## config.mk

```make
export PLATFORM = sky130hd
export DESIGN_NAME = shift_sequencer
export DESIGN_NICKNAME = d
export VERILOG_FILES = /design/src/rtl/alu_shift_pkg.sv /design/src/rtl/shift_step_1b.sv /design/src/rtl/shift_sequencer.sv
export SDC_FILE = /design/constraint.sdc
export NUM_CORES = 1
export LEC_CHECK = 0
export ABC_CLOCK_PERIOD_IN_PS = 3300
export BUFFER_PORTS_ARGS = -buffer_cell sky130_fd_sc_hd__buf_2
export CAP_MARGIN = 20
export CORE_MARGIN = 5
export CORE_UTILIZATION = 40
export CTS_CLUSTER_SIZE = 24
export DETAILED_ROUTE_END_ITERATION = 8
export MAX_ROUTING_LAYER = met4
export SYNTH_ARGS = -nofsm -noshare
export SYNTH_HDL_FRONTEND = slang
export SYNTH_SLANG_ARGS = --single-unit
```

## constraint.sdc

```tcl
create_clock -name clk -period 3.3 [get_ports clk]
set_clock_uncertainty 0.1 [all_clocks]
set_input_delay 0.33 -clock clk [delete_from_list [all_inputs] [get_ports clk]]
set_output_delay 0.33 -clock clk [all_outputs]
set_load 0.01 [all_outputs]
```

## src/rtl/alu_shift_pkg.sv

```systemverilog
// Shared definitions for the ALU shift datapath.
//   sh_mode_t   : shift mode encodings (logical, arithmetic, rotate, external fill)
//   SH_LEFT/SH_RIGHT : direction constants, matching the single-step shift stage
//   seq_state_t : sequencer FSM state encodings
package alu_shift_pkg;

  typedef enum logic [1:0] {
    SH_LOGIC = 2'b00,
    SH_ARITH = 2'b01,
    SH_ROT   = 2'b10,
    SH_EXT   = 2'b11
  } sh_mode_t;

  localparam logic SH_LEFT  = 1'b0;
  localparam logic SH_RIGHT = 1'b1;

  typedef enum logic [1:0] {
    ST_IDLE  = 2'b00,
    ST_SHIFT = 2'b01,
    ST_DONE  = 2'b10
  } seq_state_t;

endpackage

```

## src/rtl/shift_step_1b.sv

```systemverilog
// Combinational single-step (1-bit) shifter.
// Ports:
//   data      : word to shift
//   dir       : SH_LEFT (toward MSB) or SH_RIGHT (toward LSB)
//   mode      : logical / arithmetic / rotate / external fill
//   fill      : bit inserted in external-fill mode
//   next_data : word after one step
//   bit_out   : bit that left the word (old MSB on left, old LSB on right)
module shift_step_1b
  import alu_shift_pkg::*;
#(
  parameter int WIDTH = 4
) (
  input  logic [WIDTH-1:0] data,
  input  logic             dir,
  input  sh_mode_t         mode,
  input  logic             fill,
  output logic [WIDTH-1:0] next_data,
  output logic             bit_out
);

  logic in_bit;

  always_comb begin
    in_bit    = 1'b0;
    next_data = data;
    bit_out   = 1'b0;
    if (dir == SH_LEFT) begin
      // Arithmetic left is identical to logical left: zero enters the LSB.
      case (mode)
        SH_ROT:  in_bit = data[WIDTH-1];
        SH_EXT:  in_bit = fill;
        default: in_bit = 1'b0;
      endcase
      next_data = {data[WIDTH-2:0], in_bit};
      bit_out   = data[WIDTH-1];
    end else begin
      case (mode)
        SH_ARITH: in_bit = data[WIDTH-1];
        SH_ROT:   in_bit = data[0];
        SH_EXT:   in_bit = fill;
        default:  in_bit = 1'b0;
      endcase
      next_data = {in_bit, data[WIDTH-1:1]};
      bit_out   = data[0];
    end
  end

endmodule

```

## src/rtl/shift_sequencer.sv

```systemverilog
// Sequential multi-bit shifter: accepts one request over a valid/ready
// handshake, applies one 1-bit step per clock, and returns the shifted word
// and the last bit shifted out over a second valid/ready handshake.
// Ports:
//   clk, rst_n           : clock (rising edge), asynchronous active-low reset
//   in_valid / in_ready  : request handshake (in_ready high only in IDLE)
//   in_data, in_dir, in_mode, in_amount, in_fill : request fields, sampled at acceptance
//   out_valid / out_ready: result handshake (out_valid high only in DONE)
//   out_data, out_carry  : result word and last bit shifted out (0 when amount = 0)
//   busy                 : high while in SHIFT or DONE
module shift_sequencer
  import alu_shift_pkg::*;
#(
  parameter int WIDTH = 4,
  parameter int AMT_W = 3
) (
  input  logic             clk,
  input  logic             rst_n,
  input  logic             in_valid,
  output logic             in_ready,
  input  logic [WIDTH-1:0] in_data,
  input  logic             in_dir,
  input  logic [1:0]       in_mode,
  input  logic [AMT_W-1:0] in_amount,
  input  logic             in_fill,
  output logic             out_valid,
  input  logic             out_ready,
  output logic [WIDTH-1:0] out_data,
  output logic             out_carry,
  output logic             busy
);

  seq_state_t       state;
  logic [WIDTH-1:0] data_q;
  logic             carry_q;
  logic [AMT_W-1:0] count_q;
  logic             dir_q;
  sh_mode_t         mode_q;
  logic             fill_q;

  logic             in_ready_q;
  logic             out_valid_q;
  logic             busy_q;

  logic [WIDTH-1:0] step_data;
  logic             step_bit;

  shift_step_1b #(
    .WIDTH(WIDTH)
  ) u_step (
    .data      (data_q),
    .dir       (dir_q),
    .mode      (mode_q),
    .fill      (fill_q),
    .next_data (step_data),
    .bit_out   (step_bit)
  );

  // Handshake/status flags are registered together with the state so that
  // no input reaches an output combinationally.
  always_ff @(posedge clk or negedge rst_n) begin
    if (!rst_n) begin
      state       <= ST_IDLE;
      data_q      <= '0;
      carry_q     <= 1'b0;
      count_q     <= '0;
      dir_q       <= SH_LEFT;
      mode_q      <= SH_LOGIC;
      fill_q      <= 1'b0;
      in_ready_q  <= 1'b1;
      out_valid_q <= 1'b0;
      busy_q      <= 1'b0;
    end else begin
      case (state)
        ST_IDLE: begin
          if (in_valid) begin
            data_q     <= in_data;
            dir_q      <= in_dir;
            mode_q     <= sh_mode_t'(in_mode);
            fill_q     <= in_fill;
            count_q    <= in_amount;
            carry_q    <= 1'b0;
            in_ready_q <= 1'b0;
            busy_q     <= 1'b1;
            // A zero amount skips straight to DONE with the word untouched.
            if (in_amount != '0) begin
              state <= ST_SHIFT;
            end else begin
              state       <= ST_DONE;
              out_valid_q <= 1'b1;
            end
          end
        end

        ST_SHIFT: begin
          data_q  <= step_data;
          carry_q <= step_bit;
          count_q <= count_q - AMT_W'(1);
          if (count_q == AMT_W'(1)) begin
            state       <= ST_DONE;
            out_valid_q <= 1'b1;
          end
        end

        ST_DONE: begin
          if (out_ready) begin
            state       <= ST_IDLE;
            out_valid_q <= 1'b0;
            in_ready_q  <= 1'b1;
            busy_q      <= 1'b0;
          end
        end

        default: begin
          state       <= ST_IDLE;
          out_valid_q <= 1'b0;
          in_ready_q  <= 1'b1;
          busy_q      <= 1'b0;
        end
      endcase
    end
  end

  assign in_ready  = in_ready_q;
  assign out_valid = out_valid_q;
  assign busy      = busy_q;
  assign out_data  = data_q;
  assign out_carry = carry_q;

endmodule

```

==> results.txt, run 1 <==
In the layout the commonest cells are sky130_fd_sc_hd__buf_2 (22), sky130_fd_sc_hd__dfrtp_1 (16), sky130_fd_sc_hd__o21ai_0 (7). Max-cap violations in this run came to 0. The tree is rooted in a sky130_fd_sc_hd__clkbuf_4. The initial detailed-routing violation count is 37. The number of pins with negative max-slew slack in the final report is 0. Tracing the worst setup path back leads to its startpoint at state[0]$_DFFE_PN0P_. By area the synthesized netlist is led by sky130_fd_sc_hd__dfrtp_1 (43%), sky130_fd_sc_hd__mux2_2 (7.3%), sky130_fd_sc_hd__o21ai_0 (3.8%). In the synthesized netlist the async set-or-reset flop fraction comes to 100%.

The mean cell area of the mapped netlist is 10.5 um^2. The share of the synthesized netlist area taken by xor and xnor gates came out at 0%. The global-route wire length before repair came out at 3310 um. The synthesized design spends more area on one cell type than any other, namely sky130_fd_sc_hd__dfrtp_1.

Setup total negative slack on the finished layout was measured at 0 ps. The maximum number of pins on one net before global-route repair is 18. The initial antenna violation count came out at 0. After synthesis, flip-flops and latches occupy 46.3% of the total area.

The post-layout net count came out at 129. The number of placement rows is 17. The clock tree from TritonCTS is built. The power per unit of standard cell area is 945 nW/um^2. The minimum hold slack came out at 170 ps. The number of buffers inserted to repair setup after CTS is 0. The count of buffers from port buffering is 22. The layout overhead on the synthesized area is 17.2%. The flow ran to the end, and the final reports show no timing, DRC or antenna violations. Synthesis produced a netlist with a net count of 105. The setup-violating endpoint count in the final report is 0.

The reg-to-reg setup timing slack is 1520 ps. In this run the count of I/O pins placed on the die edge is 23. The count of flip-flops with a built-in enable after synthesis is 0.

Counting cells, the worst reg-to-reg path comes to 3. The later pin in the worst-skew pair is clocked with a latency of 280 ps. The number of levels the H-tree was split into is 1. Synthesis handed over a netlist of 88 instances.

The capture point of the worst reg-to-reg path is out_data[3]$_DFFE_PN0P_. For this run, design rule violations remaining after detail routing come to 0. The detail-routed via count per cell is 5.33. The detailed-router iteration count before antenna repair is 4.

The highest fanout seen on the critical path came out at 16. The leakage power figure is 0.497 nW. The core outline area is 2210 um^2. Static timing analysis puts the maximum clock frequency at 0.561 GHz.

Global routing finished with a remaining overflow of 0. Setup repair after global routing left no endpoint under its margin. The overall routing resource usage is 13.0%.

The area share of fa/ha/maj cells after synthesis came out at 2.71%. Summed over all layers, the routed wires come to 1950 um. In this run the worst setup path terminates at out_data[3]$_DFFE_PN0P_. Cells with a size suffix above 1 make up 32.4% of the layout.

The worst min-delay path category is input port to flip-flop. The via count of the first global-routing pass is 756. The final critical-path share of the clock period came out at 54.1%. The mapped netlist covers 922 um^2. The clock slew seen by the registers of the worst setup and hold paths came out at 100 ps. The y dimension of the die came out at 58.0 um. The critical path in this run is classified as flip-flop to flip-flop. The routability congestion estimate is 0.734. The routed wirelength normalized by instance count came out at 14.0 um. Summed over all nets, the half-perimeter wirelength after detailed placement is 1470 um.

By area, the combinational part of the netlist is dominated by compound AO/OA/AOI/OAI gates. The via total after detailed routing came out at 741. The number of buffers between clock root and the deepest sink is 2. The post-route core utilization is 48.9%. The compound-gate portion of the synthesized area is 19.9%.

The worst endpoint data arrival time is 1880 ps. Counting I/O delays and the setup requirement, the final critical path takes 1780 ps. The leading register cell type out of synthesis is sky130_fd_sc_hd__dfrtp_1. The number of clock buffers added by TritonCTS is 3. STA classifies the critical path startpoint as a flip-flop.

For this design, the sink count on the clock tree is 17. The die covers 3370 um^2. The mux contribution to synthesized area is 10.7%.

The starting density of the core is 41.7%. Across the VDD grid, the largest voltage drop is 0.425 mV. The number of hold violations in the final report is 0. The startpoint identified for the worst register-to-register timing path is state[0]$_DFFE_PN0P_. The Yosys step of the flow raised 0 warnings. The count of distinct cell types in the synthesized netlist is 34. At the pin with the least slew margin, the transition time is 838 ps.

The share of synthesized cell area in and, or, nand and nor gates is 15.9%. The count of nets left with antenna violations once routing finished came out at 0. The chip width came out at 58.0 um. The library cell used most frequently in the layout, excluding fill and tap cells, is sky130_fd_sc_hd__buf_2. The antenna cell count is 0. The critical path capture point type is a flip-flop. Data on the critical path is required at its endpoint by 3390 ps. The relative max-transition margin came out at 44.0%.

The count of filler cells inserted in the layout came out at 225. The number of storage elements in the synthesis netlist is 17. The proportion of netlist area held by the largest area contributor came out at 43.4%.
power breakdown:
part / leakage, nW / switching, W / internal, W
Clock: 0.0150 / 0.0000621 / 0.0000469
Combinational: 0.281 / 0.000226 / 0.000239
Sequential: 0.202 / 0.000132 / 0.000315
layer usage:
| metal | up-vias | wire [um] | GRT usage [%] |
|---|---|---|---|
| met2 | 14 | 963 | 20.6 |
| met5 | - | 0 | - |
| met1 | 364 | 881 | 15.6 |
| met4 | 0 | 14 | 2.98 |
| li1 | 361 | - | - |
| met3 | 2 | 90 | 4.68 |
critical path: stages, from the launching register on:
cell	delay, ps
sky130_fd_sc_hd__dfrtp_1	540
sky130_fd_sc_hd__o21bai_1	740
sky130_fd_sc_hd__o21ai_0	240
sky130_fd_sc_hd__o41ai_2	80
stage by stage:
step | power (W) | instances | setup WS (ps) | area, um^2
after floorplan | 0.000790 | 88 | 1960 | 922
after global placement | 0.000905 | 134 | 1590 | 1040
after detailed placement | 0.000917 | 134 | 1540 | 1040
after CTS | 0.00103 | 139 | 1530 | 1080
final | 0.00102 | 139 | 1520 | 1080
after global routing | 0.00112 | 139 | 1400 | 1080
synthesized netlist by cell type, drive strengths merged, types with 3 or more instances:
cell	number
dfrtp	16
mux2	7
nor2	4
inv	5
nand2b	3
buf	4
a21o	3
a21oi	5
o21ai	7
nand2	6
nor2b	3
state kept, by name, indices dropped and copies added, names as in the netlist:
register and count:
out_valid 1, mode_q 2, dir_q 1, fill_q 1, state 2, busy 1, out_data 4, out_carry 1
count_q 3, in_ready 1
worst min-delay path by stage:
| stage | startpoint | end | slack (ps) | cells after the start |
|---|---|---|---|---|
| final | in_mode[1] | mode_q[1]$_DFFE_PN0P_ | 170 | 2 |
| after detailed placement | rst_n | out_carry$_DFFE_PN0P_ | 180 | 1 |
| after floorplan | rst_n | busy$_DFFE_PN0P_ | -70 | 0 |
| after global routing | in_fill | fill_q$_DFFE_PN0P_ | 160 | 2 |
| after CTS | in_dir | dir_q$_DFFE_PN0P_ | 160 | 2 |
| after global placement | rst_n | count_q[1]$_DFFE_PN0P_ | 180 | 1 |
final cells by class:
type	instances	area (um^2)	share of cell area, %
Multi-Input combinational cell	62	454	42.0
Sequential cell	17	427	39.5
Timing Repair Buffer	23	120	11.1
Tap cell	28	35.0	3.24
Clock buffer	4	26.3	2.43
Inverter	5	18.8	1.74
kinds of logic after synthesis:
group / Yosys count
flip-flops: 17
buffers and inverters: 9
multiplexers: 9
AND/OR/NAND/NOR: 25
adder cells (fa/ha/maj): 2
AO/OA/AOI/OAI: 26
repair_timing:
action | 4_1_cts | 5_1_grt
hold buffers | 1 | 0
endpoints found under the hold margin | 16 | 0
gates resized for setup | 0 | 0
No activity file was read; power rests on OpenSTA's default activity.
==> inputs of run 2 (changes only) <==
--- a/config.mk
+++ b/config.mk
@@ -5,7 +5,8 @@
 export SDC_FILE = /design/constraint.sdc
 export NUM_CORES = 1
 export LEC_CHECK = 0
-export ABC_CLOCK_PERIOD_IN_PS = 3300
+export ABC_AREA = 1
+export ABC_CLOCK_PERIOD_IN_PS = 1550
 export BUFFER_PORTS_ARGS = -buffer_cell sky130_fd_sc_hd__buf_2
 export CAP_MARGIN = 20
 export CORE_MARGIN = 5
@@ -13,6 +14,7 @@
 export CTS_CLUSTER_SIZE = 24
 export DETAILED_ROUTE_END_ITERATION = 8
 export MAX_ROUTING_LAYER = met4
+export PLACE_DENSITY = 0.65
 export SYNTH_ARGS = -nofsm -noshare
 export SYNTH_HDL_FRONTEND = slang
 export SYNTH_SLANG_ARGS = --single-unit
==> constraint.sdc (replaced) <==
create_clock -name clk -period 1.55 [get_ports clk]
set_clock_uncertainty 0.1 [all_clocks]
set_input_delay 0.155 -clock clk [delete_from_list [all_inputs] [get_ports clk]]
set_output_delay 0.155 -clock clk [all_outputs]
set_load 0.01 [all_outputs]
==> results.txt, run 2 <==
The run finished with clean final reports. The number of cells upsized or downsized after cts is 0. The routed wire length is 2010 um. The number of pins with negative max-slew slack in the final report was 0. The top-level port count is 23. The worst setup path is captured at a flip-flop. The clock root buffer is sky130_fd_sc_hd__clkbuf_4. Of all flip-flops after synthesis, the portion carrying an async set or reset was 100%. The layout overhead on the synthesized area is 24.7%. By area the synthesized netlist is led by sky130_fd_sc_hd__dfrtp_1 (44%), sky130_fd_sc_hd__nand2_1 (18%), sky130_fd_sc_hd__o21ai_0 (7.2%). The reg-to-reg setup timing slack is 220 ps. Across the run, the number of max-cap violations was 0.

A synthesized cell averages 7.51 um^2. The highest fanout seen on the critical path came out at 5. CTS built an H-tree with a depth of 1. The cell with the most instances after synthesis is sky130_fd_sc_hd__nand2_1.

After clock tree synthesis, the setup repair step added 0 buffers. The clock period minus final worst setup slack is 1330 ps. By count the netlist is led by sky130_fd_sc_hd__nand2_1 (42), sky130_fd_sc_hd__inv_1 (17), sky130_fd_sc_hd__dfrtp_1 (16). The minimum setup slack after placement is 225 ps. The detailed-router iteration count before antenna repair is 4. In this run the critical register-to-register path is captured at out_data[0]$_DFFE_PN0P_. Entering global routing, the biggest net connects 18 pins.

The most common cell after layout, fill and taps aside is sky130_fd_sc_hd__nand2_1. The final worst slack came out at 222 ps. The cell depth of the worst flop-to-flop path came out at 5.

The number of remaining DRC errors came out at 0. The leakage power figure came out at 0.611 nW. The critical path is of the flip-flop to flip-flop type. The number of hold violations in the final report is 0. The global-route wire length before repair is 3390 um. In the layout the commonest cells are sky130_fd_sc_hd__nand2_1 (42), sky130_fd_sc_hd__buf_2 (22), sky130_fd_sc_hd__inv_1 (17). The depth of the worst hold-timing path is 3.

The number of placement rows is 17. The number of antenna-violating nets in the routed design came out at 0. The initial detailed-routing violation count came out at 17. The worst min-delay path category is input port to flip-flop. Setup violations remaining at the end of the flow were counted as 0.

The synthesized net count came out at 137. Hold repair after CTS inserted 5 buffers. The transition at the pin with the smallest max-transition slack is 400 ps. Static timing analysis puts the maximum clock frequency at 0.753 GHz. The setup TNS is 0 ps. The worst hold path begins at in_amount[1]. For this run the aggregate overflow at the end of global routing stands at 0.

The leading register cell type out of synthesis is sky130_fd_sc_hd__dfrtp_1. The final critical-path share of the clock period is 85.7%. The power per unit of standard cell area is 1900 nW/um^2. The initial antenna violation count was 0.

The via total after detailed routing came out at 853. The fraction of final layout cells sized beyond drive strength 1 is 20.5%. The clock slew seen by the registers of the worst setup and hold paths came out at 110 ps. The repair_antennas step left the layout with diodes totalling 0. After synthesis, the largest area contributor takes up 44.4% of total cell area. The congestion estimate from routability-driven global placement came to 0.844. The starting density of the core came out at 41.1%. The core outline area came out at 2190 um^2. The synthesis warning total came out at 0. The data required time of the critical path came out at 1650 ps. The overall routing resource usage is 13.6%. The number of storage elements in the synthesis netlist came out at 17. The synthesized netlist cell count is 120. For hold timing, the worst endpoint is count_q[1]$_DFFE_PN0P_.

The worst endpoint data arrival time is 1430 ps. The HPWL after detailed placement is 1550 um. Of the synthesized area, sequential elements account for 47.4%.

After detailed routing, the average wire length per cell comes to 11.2 um. The via count of the first global-routing pass is 816. Synthesis instantiated 18 different standard cells from the library.

The number of clock buffers added by TritonCTS is 3. The final layout contains 169 nets. The post-route core utilization came out at 51.3%. STA classifies the critical path startpoint as a flip-flop. The clock sink count came out at 17. The relative max-transition margin is 73.3%.

Setup repair after global routing left no endpoint under its margin. Input and output buffers added on the ports amount to 22. The die covers 3300 um^2. In this run the horizontal extent of the chip is 57.5 um.

Of all cell types, the one taking the most synthesized area is sky130_fd_sc_hd__dfrtp_1. The detail-routed via count per cell came out at 4.77. TritonCTS built the clock tree.

The clock insertion delay at the later pin of the skew report is 300 ps. The worst flop-to-flop path startpoint is state[1]$_DFFE_PN0P_. The total standard cell area after synthesis is 901 um^2. No sink is reached through more buffers than the 2 on the longest clock path.

The largest voltage drop on the vdd net is 0.888 mV. The number of flip-flops under the largest register name came out at 4. The count of flip-flops with a built-in enable after synthesis is 0. The die is 57.5 um tall.
-- run 2: changes by cell type after synthesis, sizes merged, moves of 3 or more --
cell	previous run	this run
nand2b	3	0
buf	4	0
o21ai	7	14
nand3	1	8
a21o	3	0
nor2	4	9
nor2b	3	0
mux2	7	0
nand2	6	43
inv	5	17
-- run 2: cell families (layout without fill, tap and decap cells) --
group / after synthesis / count (layout) / synth area share (%)
compound gates: 21 / 21 / 13.1
buf+inv: 17 / 48 / 7.08
flops: 17 / 17 / 47.4
xor+xnor: 1 / 1 / 0.972
fa+ha+maj: 2 / 2 / 2.78
simple gates: 62 / 62 / 28.8
-- run 2: layout make-up --
cell class / instances / area, um^2
inverters: 17 / 63.8
flip-flops and latches: 17 / 427
repair buffers: 27 / 160
well taps: 28 / 35.0
multi-input cells: 86 / 410
clock inverters: 1 / 5.00
fillers: 217 / 1070
clock buffers: 3 / 22.5
-- run 2: worst max-delay path by stage --
| stage | startpoint | endpoint | slack, ps | cells after the start |
|---|---|---|---|---|
| finish | state[1]$_DFFE_PN0P_ | out_data[0]$_DFFE_PN0P_ | 220 | 5 |
| global route | state[1]$_DFFE_PN0P_ | mode_q[1]$_DFFE_PN0P_ | 100 | 5 |
| CTS | state[1]$_DFFE_PN0P_ | mode_q[1]$_DFFE_PN0P_ | 190 | 4 |
| detailed placement | state[1]$_DFFE_PN0P_ | mode_q[1]$_DFFE_PN0P_ | 230 | 4 |
| global placement | state[1]$_DFFE_PN0P_ | dir_q$_DFFE_PN0P_ | 310 | 4 |
| floorplan | state[1]$_DFFE_PN0P_ | out_data[0]$_DFFE_PN0P_ | 350 | 5 |
-- run 2: layer usage --
layer	up-vias	part of all wire, %	GRT usage, %
li1	440	-	-
met1	391	47	16.1
met2	17	48	22.1
met3	5	3.5	2.04
met4	0	2.2	6.95
met5	-	0	-
-- run 2: power by group --
group | switching [W] | total (W) | internal, W
registers | 0.000166 | 0.000838 | 0.000671
clock network | 0.000151 | 0.000248 | 0.0000963
logic | 0.000657 | 0.00105 | 0.000395
total | 0.000975 | 0.00214 | 0.00116
-- run 2: worst max-delay path, cell delays in order, from the launching register on --
cell	delay [ps]
sky130_fd_sc_hd__dfrtp_1	460
sky130_fd_sc_hd__nor2_1	220
sky130_fd_sc_hd__nand2_1	90
sky130_fd_sc_hd__nand2_1	150
sky130_fd_sc_hd__nand2_1	60
sky130_fd_sc_hd__a21boi_2	140
-- run 2: per-stage QoR --
step / hold slack (ps) / instances / power (W) / cell area, um^2
after floorplan: -241 / 120 / 0.00158 / 901
after global placement: 2.36 / 170 / 0.00187 / 1050
after detailed placement: 6.77 / 170 / 0.00190 / 1050
after CTS: 13.0 / 179 / 0.00217 / 1120
after global routing: 26.0 / 179 / 0.00237 / 1120
final: 21.8 / 179 / 0.00214 / 1120
==> inputs of run 3 (changes only) <==
--- a/config.mk
+++ b/config.mk
@@ -10,11 +10,12 @@
 export BUFFER_PORTS_ARGS = -buffer_cell sky130_fd_sc_hd__buf_2
 export CAP_MARGIN = 20
 export CORE_MARGIN = 5
-export CORE_UTILIZATION = 40
+export CORE_UTILIZATION = 48
+export CTS_BUF_LIST = sky130_fd_sc_hd__clkbuf_8
 export CTS_CLUSTER_SIZE = 24
 export DETAILED_ROUTE_END_ITERATION = 8
 export MAX_ROUTING_LAYER = met4
-export PLACE_DENSITY = 0.65
+export PLACE_DENSITY = 0.76
 export SYNTH_ARGS = -nofsm -noshare
 export SYNTH_HDL_FRONTEND = slang
 export SYNTH_SLANG_ARGS = --single-unit
==> results.txt, run 3 (same netlist as run 2, synthesis figures left out) <==
The routed wirelength normalized by instance count came out at 11.3 um. Counting along the longest clock path gives a buffer depth of 2. In this run the critical register-to-register path is captured at out_data[0]$_DFFE_PN0P_.

For this design the static power due to leakage is 0.603 nW. The via total after detailed routing is 833. The clock root buffer is sky130_fd_sc_hd__clkbuf_8. TritonCTS built the clock tree. The power per unit of standard cell area is 2020 nW/um^2. The detailed-router iteration count before antenna repair came out at 4. Among all stages on the critical path, the largest delay is contributed by sky130_fd_sc_hd__dfrtp_1. The y dimension of the die is 53.3 um.

The number of remaining DRC errors is 0. The number of buffers created by CTS is 3. In this run the post-CTS setup repair buffer count came out at 0. The detail-routed via count per cell came out at 4.84. The routed wire length is 1950 um.

Leaving out fill and tap cells, the most frequent cells in the layout are sky130_fd_sc_hd__nand2_1 (42), sky130_fd_sc_hd__buf_2 (22), sky130_fd_sc_hd__inv_1 (18). The fraction of final layout cells sized beyond drive strength 1 came out at 20.4%. The run finished with clean final reports.

The global-route wire length before repair came out at 3380 um. The worst endpoint data arrival time came out at 1390 ps. The worst setup path startpoint is state[1]$_DFFE_PN0P_. VDD sags by at most 1.12 mV. The reg-to-reg setup timing slack is 200 ps. The worst hold path begins at in_fill. The die covers 2840 um^2. The clock drives 17 sinks. The count of buffers from port buffering is 22. The number of levels the H-tree was split into is 1. The layout overhead on the synthesized area came out at 21.8%. The number of pins with negative max-slew slack in the final report came out at 0. The HPWL after detailed placement came out at 1490 um.

The relative max-transition margin came out at 74.0%. The data required time of the critical path came out at 1590 ps. The library cell used most frequently in the layout, excluding fill and tap cells, is sky130_fd_sc_hd__nand2_1. The clock period minus final worst setup slack is 1350 ps. The number of flip-flops under the largest register name came out at 4.

The worst setup path is captured at a flip-flop. The depth of the worst hold-timing path came out at 3. The number of cells upsized or downsized after cts is 0.

The maximum frequency from static timing analysis came out at 0.739 GHz. The startpoint identified for the worst register-to-register timing path is state[1]$_DFFE_PN0P_. Broken down by cell family, the worst path's largest delay share belongs to simple AND/OR/NAND/NOR gates. The number of placement rows is 15. The routability congestion estimate came out at 0.862. Setup repair after global routing left no endpoint under its margin. The number of antenna diodes in the final layout is 0. The core outline area came out at 1760 um^2.

The net count of the finished layout is 165. The via count of the first global-routing pass is 831. The post-route core utilization came out at 62.2%. The overall routing resource usage is 16.5%.

The setup TNS is 0 ps. The initial antenna violation count is 0. The launching element type of the critical path is a flip-flop. The cell depth of the worst flop-to-flop path came out at 5.

The min-delay analysis places its worst path in the category input port to flip-flop. The starting density of the core came out at 51.1%. The chip width came out at 53.3 um. 23 I/O pins were placed. The maximum number of pins on one net before global-route repair is 18. The count of filler cells inserted in the layout came out at 169.

The clock insertion delay at the later pin of the skew report came out at 240 ps. The category of the critical setup timing path is flip-flop to flip-flop. In the finished design, the share of the clock period the worst path needs comes to 87.3%. The number of hold violations in the final report is 0. The highest cell delay on the worst timing path is 450 ps. The highest fanout seen on the critical path came out at 5. The transition at the pin with the smallest max-transition slack is 389 ps. By instance count, the cell type seen most on the critical path is sky130_fd_sc_hd__nand2_1.

Power comes to 0.00221 W. The buffering stage count on the worst path with inverters included came out at 0. The end of the worst hold path is fill_q$_DFFE_PN0P_. The initial detailed-routing violation count came out at 15. The number of max-cap violations came out at 0. The number of antenna-violating nets in the routed design is 0. The overall overflow remaining after global route came out at 0.

Setup violations remaining at the end of the flow were counted as 0. Walking the worst path, the cells encountered are nor2_1, nand2_1, nand2_1, nand2_1, a21boi_2. After clock tree synthesis, the clock-pin slew on the worst setup and hold paths is 70 ps.
-- run 3: cell count changes in the layout (fill, tap and decap cells not counted) --
cell and change:
sky130_fd_sc_hd__clkbuf_8 +3, sky130_fd_sc_hd__dlygate4sd3_1 -4, sky130_fd_sc_hd__clkbuf_4 -3, sky130_fd_sc_hd__inv_1 +1, sky130_fd_sc_hd__clkinv_2 -1
-- run 3: worst max-delay path by stage --
stage	end	slack (ps)	depth (start not counted)
5_1_grt	out_valid$_DFFE_PN0P_	100	6
2_1_floorplan	out_data[0]$_DFFE_PN0P_	350	5
3_3_place_gp	out_valid$_DFFE_PN0P_	310	6
6_report	out_data[0]$_DFFE_PN0P_	200	5
4_1_cts	out_data[0]$_DFFE_PN0P_	200	5
3_5_place_dp	out_valid$_DFFE_PN0P_	220	6
-- run 3: timing repair --
item                                    in CTS  in global routing
hold buffers                                 1                  0
hold endpoints to repair                    16                  0
endpoints found under the setup margin       0                  0
-- run 3: cell type report --
class / count / area, um^2 / area share (%)
Tap cell: 25 / 31.3 / 2.85
Multi-Input combinational cell: 86 / 410 / 37.4
Inverter: 17 / 63.8 / 5.82
Clock inverter: 1 / 3.75 / 0.342
Sequential cell: 17 / 427 / 38.9
Timing Repair Buffer: 23 / 120 / 10.9
Clock buffer: 3 / 41.3 / 3.76
-- run 3: stage by stage --
step / setup WS [ps] / hold WS, ps / cell area (um^2) / std cells
after floorplan: 348 / -241 / 901 / 120
after global placement: 310 / 0.599 / 1040 / 167
after detailed placement: 222 / 5.29 / 1040 / 167
after CTS: 198 / 1.55 / 1100 / 172
after global routing: 98.7 / 9.68 / 1100 / 172
final: 196 / 3.13 / 1100 / 172
-- run 3: routing by layer --
metal / wire length [um] / vias up / share of wire (%) / global-route usage [%]
met1: 931 / 373 / 48 / 21.7
met3: 108 / 2 / 5.5 / 3.66
met4: 8 / 0 / 0.41 / 4.68
li1: - / 432 / - / -
met2: 904 / 26 / 46 / 25.3
met5: 0 / - / 0 / -
-- run 3: power breakdown --
part	internal [W]	switching [W]
logic	0.000389	0.000662
registers	0.000673	0.000168
clock network	0.000175	0.000146
total	0.00124	0.000977
-- run 3: worst register-to-register path: stages, from the launching register on --
cell and delay (ps):
sky130_fd_sc_hd__dfrtp_1 450, sky130_fd_sc_hd__nor2_1 210, sky130_fd_sc_hd__nand2_1 100, sky130_fd_sc_hd__nand2_1 160, sky130_fd_sc_hd__nand2_1 70, sky130_fd_sc_hd__a21boi_2 150
